--- src/rtl/spi_pkg.sv ---
// spi_pkg: definitions shared by the SPI arbiter and the SPI master.
//   SPI_WIDTH       - default SPI word width (must match spi_master)
//   spi_arb_state_t - arbiter FSM states (IDLE, START, WAIT_DONE, ACK)
package spi_pkg;

  localparam int SPI_WIDTH = 13;

  typedef enum logic [1:0] {
    IDLE      = 2'd0,
    START     = 2'd1,
    WAIT_DONE = 2'd2,
    ACK       = 2'd3
  } spi_arb_state_t;

endpackage

--- src/rtl/spi_rr_pick.sv ---
// spi_rr_pick: purely combinational round-robin priority encoder.
// Searches upward from ptr_i (wrapping modulo NREQ) for the first set request.
// Ports:
//   req_i   in  NREQ : request vector
//   ptr_i   in  PW   : index with highest priority
//   valid_o out 1    : at least one request is set
//   idx_o   out PW   : winning requester index (0 when valid_o is low)
module spi_rr_pick #(
  parameter int NREQ = 4,
  parameter int PW   = (NREQ > 1) ? $clog2(NREQ) : 1
) (
  input  logic [NREQ-1:0] req_i,
  input  logic [PW-1:0]   ptr_i,
  output logic            valid_o,
  output logic [PW-1:0]   idx_o
);

  logic [PW-1:0] cand;

  // Walk candidates from farthest to nearest so the nearest set request
  // (starting at ptr_i) is the last assignment and therefore wins.
  always_comb begin
    valid_o = 1'b0;
    idx_o   = '0;
    cand    = '0;
    for (int k = NREQ - 1; k >= 0; k--) begin
      cand = PW'((int'(ptr_i) + k) % NREQ);
      if (req_i[cand]) begin
        valid_o = 1'b1;
        idx_o   = cand;
      end
    end
  end

endmodule

--- src/rtl/spi_arbiter.sv ---
// spi_arbiter: round-robin scheduler sharing one spi_master among NREQ
// requesters. Latches the winner's word, pulses spi_st for one cycle, waits
// for spi_done, then pulses ack to the winner and re-arbitrates.
// Optional watchdog: define SPI_ARB_TIMEOUT_EN to abort a transfer after
// TIMEOUT_CYCLES cycles in WAIT_DONE (ack and timeout pulse together).
// Ports:
//   clk, rst_n   : clock, asynchronous active-low reset
//   req          in  NREQ       : request levels (sampled only in IDLE)
//   req_data     in  NREQ*WIDTH : words, requester i at [i*WIDTH +: WIDTH]
//   gnt          out NREQ       : one-hot grant, held through ACK
//   ack          out NREQ       : one-cycle completion pulse
//   timeout      out 1          : one-cycle watchdog abort pulse
//   spi_st       out 1          : start strobe to spi_master
//   spi_din      out WIDTH      : latched word to spi_master
//   spi_done     in  1          : completion strobe from spi_master
module spi_arbiter
  import spi_pkg::*;
#(
  parameter int WIDTH          = SPI_WIDTH,
  parameter int NREQ           = 4,
  parameter int TIMEOUT_CYCLES = 4096
) (
  input  logic                  clk,
  input  logic                  rst_n,
  input  logic [NREQ-1:0]       req,
  input  logic [NREQ*WIDTH-1:0] req_data,
  output logic [NREQ-1:0]       gnt,
  output logic [NREQ-1:0]       ack,
  output logic                  timeout,
  output logic                  spi_st,
  output logic [WIDTH-1:0]      spi_din,
  input  logic                  spi_done
);

  localparam int PW = (NREQ > 1) ? $clog2(NREQ) : 1;

  if (NREQ < 2 || NREQ > 8) begin : g_bad_nreq
    $error("spi_arbiter: NREQ must be within 2..8");
  end
  if (TIMEOUT_CYCLES < 2) begin : g_bad_timeout
    $error("spi_arbiter: TIMEOUT_CYCLES must be at least 2");
  end

  spi_arb_state_t  state_q;
  logic [PW-1:0]   ptr_q;
  logic [PW-1:0]   sel_q;
  logic [NREQ-1:0] gnt_q;
  logic [NREQ-1:0] ack_q;
  logic            spi_st_q;
  logic            timeout_q;
  logic [WIDTH-1:0] spi_din_q;

  logic             pick_valid;
  logic [PW-1:0]    pick_idx;
  logic [WIDTH-1:0] data_arr [NREQ];
  logic             wd_expired;

  for (genvar gi = 0; gi < NREQ; gi++) begin : g_data
    assign data_arr[gi] = req_data[gi*WIDTH +: WIDTH];
  end

  spi_rr_pick #(.NREQ(NREQ)) u_pick (
    .req_i   (req),
    .ptr_i   (ptr_q),
    .valid_o (pick_valid),
    .idx_o   (pick_idx)
  );

`ifdef SPI_ARB_TIMEOUT_EN
  localparam int CW = $clog2(TIMEOUT_CYCLES);
  logic [CW-1:0] wd_cnt_q;

  // Held at zero outside WAIT_DONE, so it is already clear on entry.
  always_ff @(posedge clk or negedge rst_n) begin
    if (!rst_n) begin
      wd_cnt_q <= '0;
    end else if (state_q != WAIT_DONE) begin
      wd_cnt_q <= '0;
    end else begin
      wd_cnt_q <= wd_cnt_q + CW'(1);
    end
  end

  assign wd_expired = (state_q == WAIT_DONE) && (wd_cnt_q == CW'(TIMEOUT_CYCLES - 1));
`else
  assign wd_expired = 1'b0;
`endif

  always_ff @(posedge clk or negedge rst_n) begin
    if (!rst_n) begin
      state_q   <= IDLE;
      ptr_q     <= '0;
      sel_q     <= '0;
      gnt_q     <= '0;
      ack_q     <= '0;
      spi_st_q  <= 1'b0;
      timeout_q <= 1'b0;
      spi_din_q <= '0;
    end else begin
      case (state_q)
        IDLE: begin
          if (pick_valid) begin
            sel_q     <= pick_idx;
            spi_din_q <= data_arr[pick_idx];
            gnt_q     <= NREQ'(1) << pick_idx;
            spi_st_q  <= 1'b1;
            state_q   <= START;
          end
        end
        START: begin
          // spi_done is deliberately ignored here.
          spi_st_q <= 1'b0;
          state_q  <= WAIT_DONE;
        end
        WAIT_DONE: begin
          if (spi_done || wd_expired) begin
            ack_q     <= gnt_q;
            // A real completion in the same cycle as expiry is not a timeout.
            timeout_q <= ~spi_done;
            state_q   <= ACK;
          end
        end
        ACK: begin
          ack_q     <= '0;
          timeout_q <= 1'b0;
          gnt_q     <= '0;
          ptr_q     <= (sel_q == PW'(NREQ - 1)) ? '0 : sel_q + PW'(1);
          state_q   <= IDLE;
        end
        default: state_q <= IDLE;
      endcase
    end
  end

  assign gnt     = gnt_q;
  assign ack     = ack_q;
  assign timeout = timeout_q;
  assign spi_st  = spi_st_q;
  assign spi_din = spi_din_q;

endmodule
--- config.mk ---
export PLATFORM = sky130hd
export DESIGN_NAME = spi_arbiter
export DESIGN_NICKNAME = d
export VERILOG_FILES = /design/src/rtl/spi_pkg.sv /design/src/rtl/spi_rr_pick.sv /design/src/rtl/spi_arbiter.sv
export SDC_FILE = /design/constraint.sdc
export NUM_CORES = 1
export LEC_CHECK = 0
export CORE_MARGIN = 5
export CORE_UTILIZATION = 39
export DETAILED_ROUTE_END_ITERATION = 8
export PLACE_DENSITY = 0.89
export SKIP_CTS_REPAIR_TIMING = 1
export SYNTH_ARGS = -nofsm -noshare
export SYNTH_HDL_FRONTEND = slang
export SYNTH_SLANG_ARGS = --single-unit
--- constraint.sdc ---
create_clock -name clk -period 1.54 [get_ports clk]
set_input_delay 0.308 -clock clk [delete_from_list [all_inputs] [get_ports clk]]
set_output_delay 0.308 -clock clk [all_outputs]
set_load 0.02 [all_outputs]
# --- Word level (Yosys, flattened, before mapping) ---
# Index checks and enable logic that the tools add are counted.
totals:
  reg_bits: 29
  in_bits: 59
  output_inout_bits: 23
  elab_cells: 66
classes:
  add_sub_neg: 4
  order_cmp: 5
  n_eq_ne: 6
  n_shift: 1
  n_mux: 31
  bitwise: 2
  reduce_logical: 9
ops:
  columns: ["operator", "count"]
  rows:
  - ["13-bit binary-select mux with 2-bit select", 1]
  - ["13-bit two-way mux", 2]
  - ["4-bit one-hot mux with 2 select lines", 2]
  - ["2-bit two-way mux", 7]
  - ["2-bit by 3-bit < comparator with 1-bit output, second input constant", 4]
  - ["1-bit two-way mux", 10]
  - ["2-bit AND reduction", 5]
  - ["1-bit binary-select mux with 2-bit select", 4]
  - ["4-bit two-way mux", 2]
  - ["2-bit one-hot mux with 4 select lines", 1]
  - ["2-bit == test, second input constant", 3]
  - ["2-bit nonzero test", 3]
  - ["2-bit by 1-bit adder with 2-bit output, second input constant", 2]
  - ["2-bit adder, second input constant", 2]
  - ["2-bit != test, second input constant", 2]
  - ["1-bit one-hot mux with 2 select lines", 2]
  - ["1-bit by 2-bit << shifter with 4-bit output, first input constant", 1]
  - ["3-bit >= comparator, second input constant", 1]
  - ["2-bit inverter with 3-bit output", 1]
  - ["2-bit by 1-bit == test with 1-bit output, second input constant", 1]
  - ["2-bit zero test", 1]
  - ["1-bit inverter", 1]

# --- Depth between registers and ports, before layout ---
# Gate-level depths: netlist of the first run.
logic_depth:
  ltp_word: 11
  depth_mapped: 7
  ltp_nobuf: 6

# --- By module ---
# Synthesis of the first run repeated with hierarchy kept, for this count alone.
unflattened:
  cells_unflattened: 161
  hier_area_um2: 1669.1
modules_own_cells:
  columns: ["mod", "instances", "cells_per_inst", "area_each_um2", "seq_area_each_um2"]
  rows:
  - ["spi_arbiter", 1, 148, 1591.5, 725.7]
  - ["spi_rr_pick", 1, 13, 77.6, 0.0]

# --- Worst setup path after synthesis of the first run ---
# OpenSTA, ideal clock, no wires.
synth_timing:
  path_type: "reg2reg"
  start: "register state_q[0]"
  end: "register spi_din_q[8] (netlist: spi_din[8])"
  setup_time_ns: 0.140
  arrival_ns: 1.542
  t_required_ns: 1.400
  setup_slack_ns: -0.142
  path_stages_with_launch: 8
  n_path_buf: 2
  synth_period_minus_slack_ns: 1.682
  cell_sequence: "dfrtp_1 inv_1 ha_1 nand2b_1 buf_6 a31oi_1 buf_6 a211oi_1"
synth_via:
  elab_chain_len: 2
synth_lines:
  columns: ["element", "line_no", "text"]
  rows:
  - ["from (decl)", "spi_arbiter.sv:44", "spi_arb_state_t state_q;"]
  - ["from (signal assigned)", "spi_arbiter.sv:91", "state_q <= IDLE;"]
  - ["from (signal assigned)", "spi_arbiter.sv:107", "state_q <= START;"]
  - ["from (signal assigned)", "spi_arbiter.sv:113", "state_q <= WAIT_DONE;"]
  - ["2-bit zero test", "spi_arbiter.sv:100", "case (state_q)"]
  - ["2-bit AND reduction (no line)", null, null]
  - ["to (signal assigned)", "spi_arbiter.sv:104", "spi_din_q <= data_arr[pick_idx];"]
  - ["to (decl)", "spi_arbiter.sv:51", "logic [WIDTH-1:0] spi_din_q;"]
# Every way passes these cells.
# A chain may end at the register's enable or synchronous reset.

# --- Worst setup path in the final report of the first run ---
layout_timing:
  start: "register ptr_q[1]"
  end: "register gnt_q[2] (netlist: gnt[2])"
layout_via:
  elab_chain_len: 10
  word_cells_on_any_way: 24
  classes_between: "add/sub: 3; eq/ne: 1; shift: 1; mux: 18; reduce/logical: 1"
layout_lines:
  columns: ["element", "line_no", "text"]
  rows:
  - ["from (decl)", "spi_arbiter.sv:45", "logic [PW-1:0] ptr_q;"]
  - ["from (signal assigned)", "spi_arbiter.sv:127", "ptr_q <= (sel_q == PW'(NREQ - 1)) ? '0 : sel_q + PW'(1);"]
  - ["2-bit adder", "spi_rr_pick.sv:27", "cand = PW'((int'(ptr_i) + k) % NREQ);"]
  - ["1-bit binary-select mux with 2-bit select", "spi_rr_pick.sv:28", "if (req_i[cand]) begin"]
  - ["1-bit two-way mux (not written as such)", "spi_rr_pick.sv:28", null]
  - ["2-bit two-way mux (4 in series)", "spi_rr_pick.sv:28", null]
  - ["1-bit by 2-bit << shifter with 4-bit output", "spi_arbiter.sv:105", "gnt_q <= NREQ'(1) << pick_idx;"]
  - ["4-bit two-way mux", "spi_arbiter.sv:102", "if (pick_valid) begin"]
  - ["4-bit one-hot mux with 2 select lines", "spi_arbiter.sv:100", null]
  - ["to (signal assigned)", "spi_arbiter.sv:105", null]
  - ["to (decl)", "spi_arbiter.sv:47", "logic [NREQ-1:0] gnt_q;"]
# Several ways; a longest one is shown, not always the timed one. The select of a mux whose other input is x is not followed.

==> results of run 1 <==
## path summary, 6_finish.rpt
path | slack [ps] | to | startpoint
min in group clk | 510 | ack[1] | ack[1]
max | -230 | gnt[2] | ptr_q[1]
max in group asynchronous | 830 | ptr_q[1] | rst_n
max reg2reg | -230 | gnt[2] | ptr_q[1]
min reg2reg | 510 | ack[1] | ack[1]
min | 400 | spi_din[2] | rst_n
## kinds of logic after synthesis
kind of cell | synth area share
AO/OA/AOI/OAI | 0.343
adder cells (fa/ha/maj) | 0.0383
buffers and inverters | 0.0568
flip-flops | 0.370
multiplexers | 0.0714
AND/OR/NAND/NOR | 0.121
## final cells by class
type                            instances  area, sq um
Multi-Input combinational cell        136         1370
Clock buffer                            6         72.6
Fill cell                             322         1260
Inverter                                6         22.5
Clock inverter                          2         10.0
Tap cell                               67         83.8
Timing Repair Buffer                  121         1270
Sequential cell                        29          728
## state kept, by name, indices dropped and copies added, names as in the netlist
register	flops
sel_q	2
ack	4
spi_st	1
spi_din	13
state_q	2
ptr_q	2
timeout	1
gnt	4
## routing by layer
layer / vias up / wire, microns
met5: - / 0
met4: 0 / 199
met3: 18 / 539
met2: 89 / 3830
met1: 990 / 2880
li1: 924 / -
## critical path, delay by kind of cell, from the launching register on
| kind | cells | cell delay, ps |
|---|---|---|
| AOI/OAI and AO/OA | 3 | 730 |
| DFF | 1 | 430 |
| and+or+nand+nor | 1 | 250 |
| buffers and inverters | 2 | 300 |
## cell usage after synthesis, types with 6 or more instances
cell	number
nor2b_1	8
a211oi_1	7
ha_1	6
a21boi_0	11
dfrtp_1	29
o21ai_0	11
a211oi_2	6
a2111oi_4	6
nand2_1	13
nor2_1	17
a31oi_1	6
mux2i_1	14
## layout by cell type, fill, tap and decap left out, types with 2 or more instances in the layout
master	count
a22o_1	2
buf_4	27
nor2_1	17
o21ai_0	10
o21ai_1	2
dlymetal6s2s_1	27
a2111oi_4	13
dfrtp_1	27
inv_1	5
and2_4	2
mux2i_2	2
nor2b_1	7
clkdlybuf4s50_1	54
ha_1	5
clkinv_2	2
a21boi_0	2
a21boi_1	11
a211oi_2	12
buf_12	5
mux2i_1	12
a31oi_1	5
dfrtp_2	2
buf_6	8
nand2b_1	2
nand2_1	13
clkbuf_8	5
## stage by stage
step	setup TNS (ps)	cell area, sq um	hold slack [ps]	setup WS (ps)	instances
floorplan	-768	1970	12.4	-88.1	181
global placement	-12150	3050	463	-678	349
detailed placement	-14240	3050	498	-829	349
CTS	-8920	3130	408	-567	357
global route	-4620	3560	427	-318	367
finish	-3210	3560	398	-234	367
## power breakdown
group	leakage [nW]	switching (mW)	total (mW)	internal, mW
combinational	1.24	2.20	4.21	2.01
clock	0.0450	0.325	0.638	0.313
sequential	0.349	0.266	1.38	1.12
==> flow_summary.yaml, run 1 <==
status:
  status: "finished, violations left"
  violations: "setup timing"
sta:
  slew_violations: 0
  hold_viol_final: 0
  slew_headroom: 0.734
  fin_skew_ps: 11.1
  setup_ws_ps: -234
  setup_viol: 17
  fmax_mhz: 564
  finalCritPeriodShare: 1.15
  worst_pin_slew_ps: 399
  rsz0062_at_grt: "yes"
  fin_crit_ps: 1770
worst_setup_path:
  max_stage_delay_ps: 430
  start_kind: "flop"
  path_class: "reg2reg"
  cp_max_fo: 8
  cp_cell_sequence: "inv_2 -> a221oi_4 -> nand3_4 -> buf_12 -> o32ai_1 -> a22o_1"
  crit_required_ps: 1770
  slowest_stage: "dfrtp_2"
  critPathArrivalTime_ps: 2010
  endpoint_kind: "flop"
  worst-r2r-cell-count: 6
yosys:
  yosysTopAreaCell: "dfrtp_1"
  ys_seq_area_frac: 0.370
  synth_top_area_share: 0.370
  synth-seq-cells: 29
  syn_area_per_cell_sq_um: 10.8
  syn_inst: 181
  synth_nets: 246
  synth-edff-count: 0
  async_flop_share: 1.00
  ys_warn_count: 0
  syn_area_sq_mm: 0.00196
  synth_area_leaders: "dfrtp_1 (37%), a2111oi_4 (8.4%), mux2i_1 (7.1%), a21boi_0 (4.2%), a211oi_2 (3.8%)"
  yosys_most_used_dff: "dfrtp_1"
  yosysUniqueCellTypes: 39
cts:
  clk_latency_ps: 300
  h-tree-depth: 2
  cts_tree: "built"
  clockRootBuffer: "clkbuf_8"
  cts_buffers: 5
  clockBufferDepth: 2
  cts.sinks: 29
  clk_pin_slew_ps: 70
place:
  dp_hpwl_microns: 4690
  gp_congestion: 0.831
  io_buffers: 81
floorplan:
  dieArea_sq_mm: 0.00655
  die_w_microns: 80.9
  rows: 25
  die_h_microns: 80.9
  core_sq_mm: 0.00482
  ios: 82
  start_util: 0.407
pwr:
  total_leakage_power_nw: 1.63
  p_total_mw: 6.23
  peakVddDrop_uv: 986
  power.density_mw_per_mm2: 1750
final_layout:
  diodes: 0
  utilization: 0.738
  drive_gt1_frac: 0.300
  fin_nets: 364
  syn_to_final_growth_pct: 81.3
grt:
  use_met3: 0.0599
  use_met1: 0.241
  grt_pass1_wl_microns: 9730
  track_usage: 0.193
  top_usage_layer: "met2"
  antenna_found_initial: 0
  overflow: 0
  grt_use_met2: 0.316
  grt_pass1_vias: 2004
  grt_max_degree: 30
detailed_routing:
  vias_per_cell: 5.51
  wl_per_cell_microns: 20.3
  drc: 0
  drt-total-wl_microns: 7450
  ant_nets: 0
  drt-initial-drc-count: 144
  first_pass_iters: 4
  num_vias: 2021
hold_path:
  hold_path.class: "in2async"
job:
  maxCapViolations: 0
Power figures use the tool's default switching activity.
==> inputs of run 2 (changes only) <==
--- a/config.mk
+++ b/config.mk
@@ -6,10 +6,11 @@
 export NUM_CORES = 1
 export LEC_CHECK = 0
 export CORE_MARGIN = 5
-export CORE_UTILIZATION = 39
+export CORE_UTILIZATION = 36
 export DETAILED_ROUTE_END_ITERATION = 8
-export PLACE_DENSITY = 0.89
+export PLACE_DENSITY = 0.88
 export SKIP_CTS_REPAIR_TIMING = 1
 export SYNTH_ARGS = -nofsm -noshare
 export SYNTH_HDL_FRONTEND = slang
+export SYNTH_HIERARCHICAL = 1
 export SYNTH_SLANG_ARGS = --single-unit
==> flow_summary.yaml, run 2 <==
status:
  status: "finished, violations left"
  violations: "setup timing"
worst_setup_path:
  cp_common_cell: "buf_6"
  crit_family: "compound AO/OA/AOI/OAI gates"
  start_kind: "flop"
  path_class: "reg2reg"
  crit_buf_inv: 3
  slowest_stage: "dfrtp_1"
  cp_cell_sequence: "buf_6 -> buf_6 -> mux2i_4 -> a211oi_4 -> nand3_2 -> clkbuf_16 -> o221ai_2"
  crit_required_ps: 1730
  critPathArrivalTime_ps: 1980
  cp_max_fo: 7
  endpoint_kind: "flop"
  max_stage_delay_ps: 390
final_layout:
  fin_nets: 339
  regArea_sq_um: 728
  drive_gt1_frac: 0.281
  multi_input_comb_area_sq_mm: 0.00110
  final_area_sq_mm: 0.00320
  layout_common_cells: "clkdlybuf4s50_1 (54), mux2i_1 (28), dfrtp_1 (27), dlymetal6s2s_1 (27), nand2_1 (26)"
  layout.cells.non_filler: 326
  final_common_cell: "clkdlybuf4s50_1"
  diodes: 0
  largest_reg_flops: 13
  syn_to_final_growth_pct: 91.8
  n_fill_cell: 296
pwr:
  p_int_mw: 3.44
  p_sw_mw: 2.38
  clkPwrFrac: 0.121
  power.density_mw_per_mm2: 1820
  comb_power_share: 0.644
  swShare: 0.408
  p_total_mw: 5.82
  total_leakage_power_nw: 1.69
  peakVddDrop_uv: 748
  p_seq_frac: 0.235
sta:
  finalCritPeriodShare: 1.16
  hold_viol_final: 0
  fmax_mhz: 558
  fin_crit_ps: 1790
  slew_violations: 0
  rsz0062_at_grt: "yes"
  setup_viol: 18
  fin_skew_ps: 6.44
  slew_headroom: 0.744
  tns_ps: -3310
  worst_pin_slew_ps: 384
  setup_ws_ps: -253
grt:
  antenna_found_initial: 0
  grt_pass1_wl_microns: 7960
  overflow: 0
  grt_max_degree: 32
  track_usage: 0.159
  grt_pass1_vias: 1707
floorplan:
  die_h_microns: 78.1
  core_sq_mm: 0.00441
  ios: 82
  die_w_microns: 78.1
  dieArea_sq_mm: 0.00610
  start_util: 0.378
  rows: 24
yosys:
  syn_area_per_cell_sq_um: 10.4
  synthMuxAreaShare: 0.201
  synth-seq-cells: 29
  yosysTopAreaCell: "dfrtp_1"
  ys_warn_count: 6
  async_flop_share: 1.00
  yosys_most_used_dff: "dfrtp_1"
  ys_seq_area_frac: 0.435
  synthTopCellsByCount: "dfrtp_1 (29), mux2i_1 (29), nand2_1 (28)"
  synth_top_family_by_area: "multiplexers"
  synth_top_area_share: 0.435
  synth_simple_gate_area_frac: 0.136
  synth_area_leaders: "dfrtp_1 (43%), mux2i_1 (17%), o221ai_1 (6.8%), nand2_1 (6.3%), ha_1 (5.2%)"
  syn_area_sq_mm: 0.00167
  synthAdderAreaFrac: 0.0525
  synth-edff-count: 0
  synth_nets: 227
  syn_inst: 161
  yosysUniqueCellTypes: 25
  synth_compound_area_frac: 0.142
  synth_xor_area_frac: 0
cts:
  clockRootBuffer: "clkbuf_8"
  h-tree-depth: 2
  clk_latency_ps: 280
  clockBufferDepth: 2
  cts.sinks: 29
  cts_buffers: 5
  cts_tree: "built"
  clk_pin_slew_ps: 70
detailed_routing:
  met2WireLength_microns: 3350
  top_layer_used: "met4"
  drc: 0
  wl_per_cell_microns: 19.1
  wl_met1_microns: 2240
  first_pass_iters: 4
  vias_per_cell: 5.47
  drt-initial-drc-count: 133
  ant_nets: 0
  wl_met3_microns: 421
  drt-total-wl_microns: 6220
  num_vias: 1784
place:
  dp_hpwl_microns: 3730
  gp_congestion: 0.770
  io_buffers: 81
  placed_area_sq_mm: 0.00268
  dp_cells: 305
hold_path:
  hold_path.class: "in2async"
job:
  maxCapViolations: 0
-- run 2: changes by cell type in the layout (fill, tap and decap cells not counted), sizes merged, moves of 11 or more --
cell,before,now
a2111oi,13,0
a211oi,13,2
a21boi,13,0
buf,40,28
nand2,14,28
o221ai,0,13
mux2i,14,29
-- run 2: power groups by stage --
stage / sequential, mW / clock, mW / combinational, mW
after global placement: 1.36 / 0 / 2.85
after floorplan: 1.69 / 0 / 1.30
after global routing: 1.40 / 0.747 / 4.01
after detailed placement: 1.37 / 0 / 2.94
after CTS: 1.36 / 0.711 / 2.96
final: 1.37 / 0.706 / 3.75
-- run 2: path summary, 6_finish.rpt --
| kind | from | endpoint | slack [ps] | depth (start not counted) |
|---|---|---|---|---|
| min in group clk | spi_din[4] | spi_din[4] | 480 | 2 |
| worst min-delay path | rst_n | spi_din[8] | 410 | 2 |
| worst max register to register | ptr_q[1] | spi_din[12] | -250 | 7 |
| max in group asynchronous | rst_n | ptr_q[0] | 830 | 2 |
| worst max-delay path | ptr_q[1] | spi_din[12] | -250 | 7 |
| worst min register to register | spi_din[4] | spi_din[4] | 480 | 2 |
-- run 2: area by class of cell --
cell class,count,share of cell area
Tap cell,52,0.0203
Clock buffer,7,0.0301
Sequential cell,29,0.227
Multi-Input combinational cell,123,0.342
Inverter,3,0.00352
Timing Repair Buffer,111,0.375
Clock inverter,1,0.00156
-- run 2: logic make-up after synthesis --
logic type,Yosys count
AND/OR/NAND/NOR,49
multiplexers,33
AO/OA/AOI/OAI,32
flip-flops,29
buffers and inverters,11
adder cells (fa/ha/maj),7
-- run 2: worst reg2reg max path: stages, from the launching register on --
cell and delay [ps]:
dfrtp_1 390, buf_6 130, buf_6 120, mux2i_4 180
a211oi_4 300, nand3_2 180, clkbuf_16 210, o221ai_2 190
-- run 2: metrics by stage --
| stage | hold slack (ps) | util | setup slack [ps] |
|---|---|---|---|
| 4_1_cts | 420 | 0.629 | -639 |
| 6_report | 410 | 0.725 | -253 |
| 2_1_floorplan | 12.4 | - | 28.7 |
| 3_3_place_gp | 467 | 0.606 | -856 |
| 5_1_grt | 448 | 0.725 | -334 |
| 3_5_place_dp | 472 | 0.606 | -933 |
-- run 2: routing by layer --
metal | vias to the layer above | GRT usage
met5 | - | 0
met4 | 0 | 0.0574
met3 | 20 | 0.0435
met2 | 83 | 0.278
met1 | 865 | 0.185
li1 | 816 | -
==> inputs of run 3 (changes only) <==
--- a/config.mk
+++ b/config.mk
@@ -5,8 +5,11 @@
 export SDC_FILE = /design/constraint.sdc
 export NUM_CORES = 1
 export LEC_CHECK = 0
+export CELL_PAD_IN_SITES_DETAIL_PLACEMENT = 1
+export CELL_PAD_IN_SITES_GLOBAL_PLACEMENT = 2
 export CORE_MARGIN = 5
-export CORE_UTILIZATION = 36
+export CORE_UTILIZATION = 21
+export CTS_BUF_LIST = sky130_fd_sc_hd__clkbuf_16
 export DETAILED_ROUTE_END_ITERATION = 8
 export PLACE_DENSITY = 0.88
 export SKIP_CTS_REPAIR_TIMING = 1
==> constraint.sdc (replaced) <==
create_clock -name clk -period 1.54 [get_ports clk]
set_input_delay 0.308 -clock clk [delete_from_list [all_inputs] [get_ports clk]]
set_output_delay 0.308 -clock clk [all_outputs]
set_load 0.05 [all_outputs]
==> flow_summary.yaml, run 3 (same netlist as run 2, synthesis figures left out) <==
grt:
  use_met3: 0.0344
  grt_max_degree: 30
  antenna_found_initial: 0
  use_met1: 0.136
  grt_pass1_vias: 1865
  top_usage_layer: "met2"
  overflow: 0
  track_usage: 0.124
  grt_pass1_wl_microns: 9610
  grt_use_met2: 0.232
worst_setup_path:
  worst-r2r-cell-count: 7
  endpoint_kind: "flop"
  cp_max_fo: 7
  r2r-end: "spi_din[12]"
  crit_path_end: "spi_din[12]"
  rrSetupSlack_ps: -150
  regToRegStartpoint: "ptr_q[1]"
  crit_required_ps: 1660
  start_kind: "flop"
  path_class: "reg2reg"
  critPathArrivalTime_ps: 1820
  startpoint: "ptr_q[1]"
pwr:
  peakVddDrop_uv: 589
  power.density_mw_per_mm2: 2120
  p_total_mw: 7.09
  total_leakage_power_nw: 1.47
sta:
  fin_skew_ps: 5.25
  hold_viol_final: 0
  setup_viol: 15
  slew_violations: 0
  fin_crit_ps: 1690
  fmax_mhz: 591
  rsz0062_at_grt: "yes"
  slew_headroom: 0.758
  worst_pin_slew_ps: 364
  setup_ws_ps: -153
  finalCritPeriodShare: 1.10
final_layout:
  largest_reg_flops: 13
  final_common_cell: "clkdlybuf4s50_1"
  fin_nets: 333
  syn_to_final_growth_pct: 101
  utilization: 0.433
  diodes: 0
  drive_gt1_frac: 0.302
  layout_common_cells: "clkdlybuf4s50_1 (54), dfrtp_1 (28), buf_12 (28), nand2_1 (27), mux2i_1 (23)"
hold_path:
  hold_path.class: "in2async"
floorplan:
  dieArea_sq_mm: 0.00983
  start_util: 0.216
  rows: 32
  core_sq_mm: 0.00773
  ios: 82
  die_w_microns: 99.2
  die_h_microns: 99.2
place:
  io_buffers: 81
  gp_congestion: 0.722
  dp_hpwl_microns: 4540
detailed_routing:
  drc: 0
  wl_per_cell_microns: 17.0
  first_pass_iters: 3
  vias_per_cell: 4.52
  ant_nets: 0
  drt-total-wl_microns: 6300
  drt-initial-drc-count: 35
  num_vias: 1671
status:
  violations: "setup timing"
  status: "finished, violations left"
cts:
  clk_pin_slew_ps: 50
  clockRootBuffer: "clkbuf_16"
  h-tree-depth: 2
  clockBufferDepth: 2
  clk_latency_ps: 270
  cts_buffers: 5
  cts_tree: "built"
  cts.sinks: 29
job:
  maxCapViolations: 0
run 3: routing by layer:
layer  up-vias  share of wire
li1        800              -
met1       829           0.38
met2        36           0.56
met3         6          0.042
met4         0          0.011
met5         -              0
run 3: worst min-delay path by stage:
| stage | depth (start not counted) | endpoint | startpoint | slack (ps) |
|---|---|---|---|---|
| after floorplan | 0 | ack[0] | rst_n | 10 |
| after global placement | 2 | sel_q[0] | sel_q[0] | 500 |
| after detailed placement | 2 | sel_q[0] | sel_q[0] | 510 |
| after CTS | 2 | timeout | rst_n | 420 |
| after global routing | 2 | timeout | rst_n | 420 |
| final | 2 | timeout | rst_n | 410 |
run 3: through the flow:
stage	setup WS, ps	cell area (sq um)	setup TNS [ps]	std cells	hold WS (ps)
after global routing	-249	3350	-2780	370	419
after detailed placement	-600	2990	-9860	355	511
after global placement	-463	2990	-8530	355	496
after CTS	-372	3130	-4090	363	416
final	-153	3350	-1520	370	409
after floorplan	28.7	1670	0	161	12.4
run 3: worst max-delay path, stage by stage (launching register included):
cell      delay (ps)
dfrtp_2          460
nor3b_4          240
a211oi_4          70
nor2_4           130
buf_12           140
buf_6            140
mux2i_1          210
o221ai_1         170
run 3: cell type report:
class / count / area (sq um)
clock buffer: 5 / 125
inverter: 3 / 11.3
timing repair buffer: 107 / 1360
sequential: 29 / 727
fill: 831 / 4380
multi-input combinational: 121 / 990
tap: 102 / 128
clock inverter: 3 / 12.5
run 3: power by group:
| group | internal, mW | total [mW] | switching (mW) |
|---|---|---|---|
| logic | 2.36 | 4.62 | 2.26 |
| clock network | 0.583 | 0.912 | 0.329 |
| registers | 1.13 | 1.56 | 0.424 |
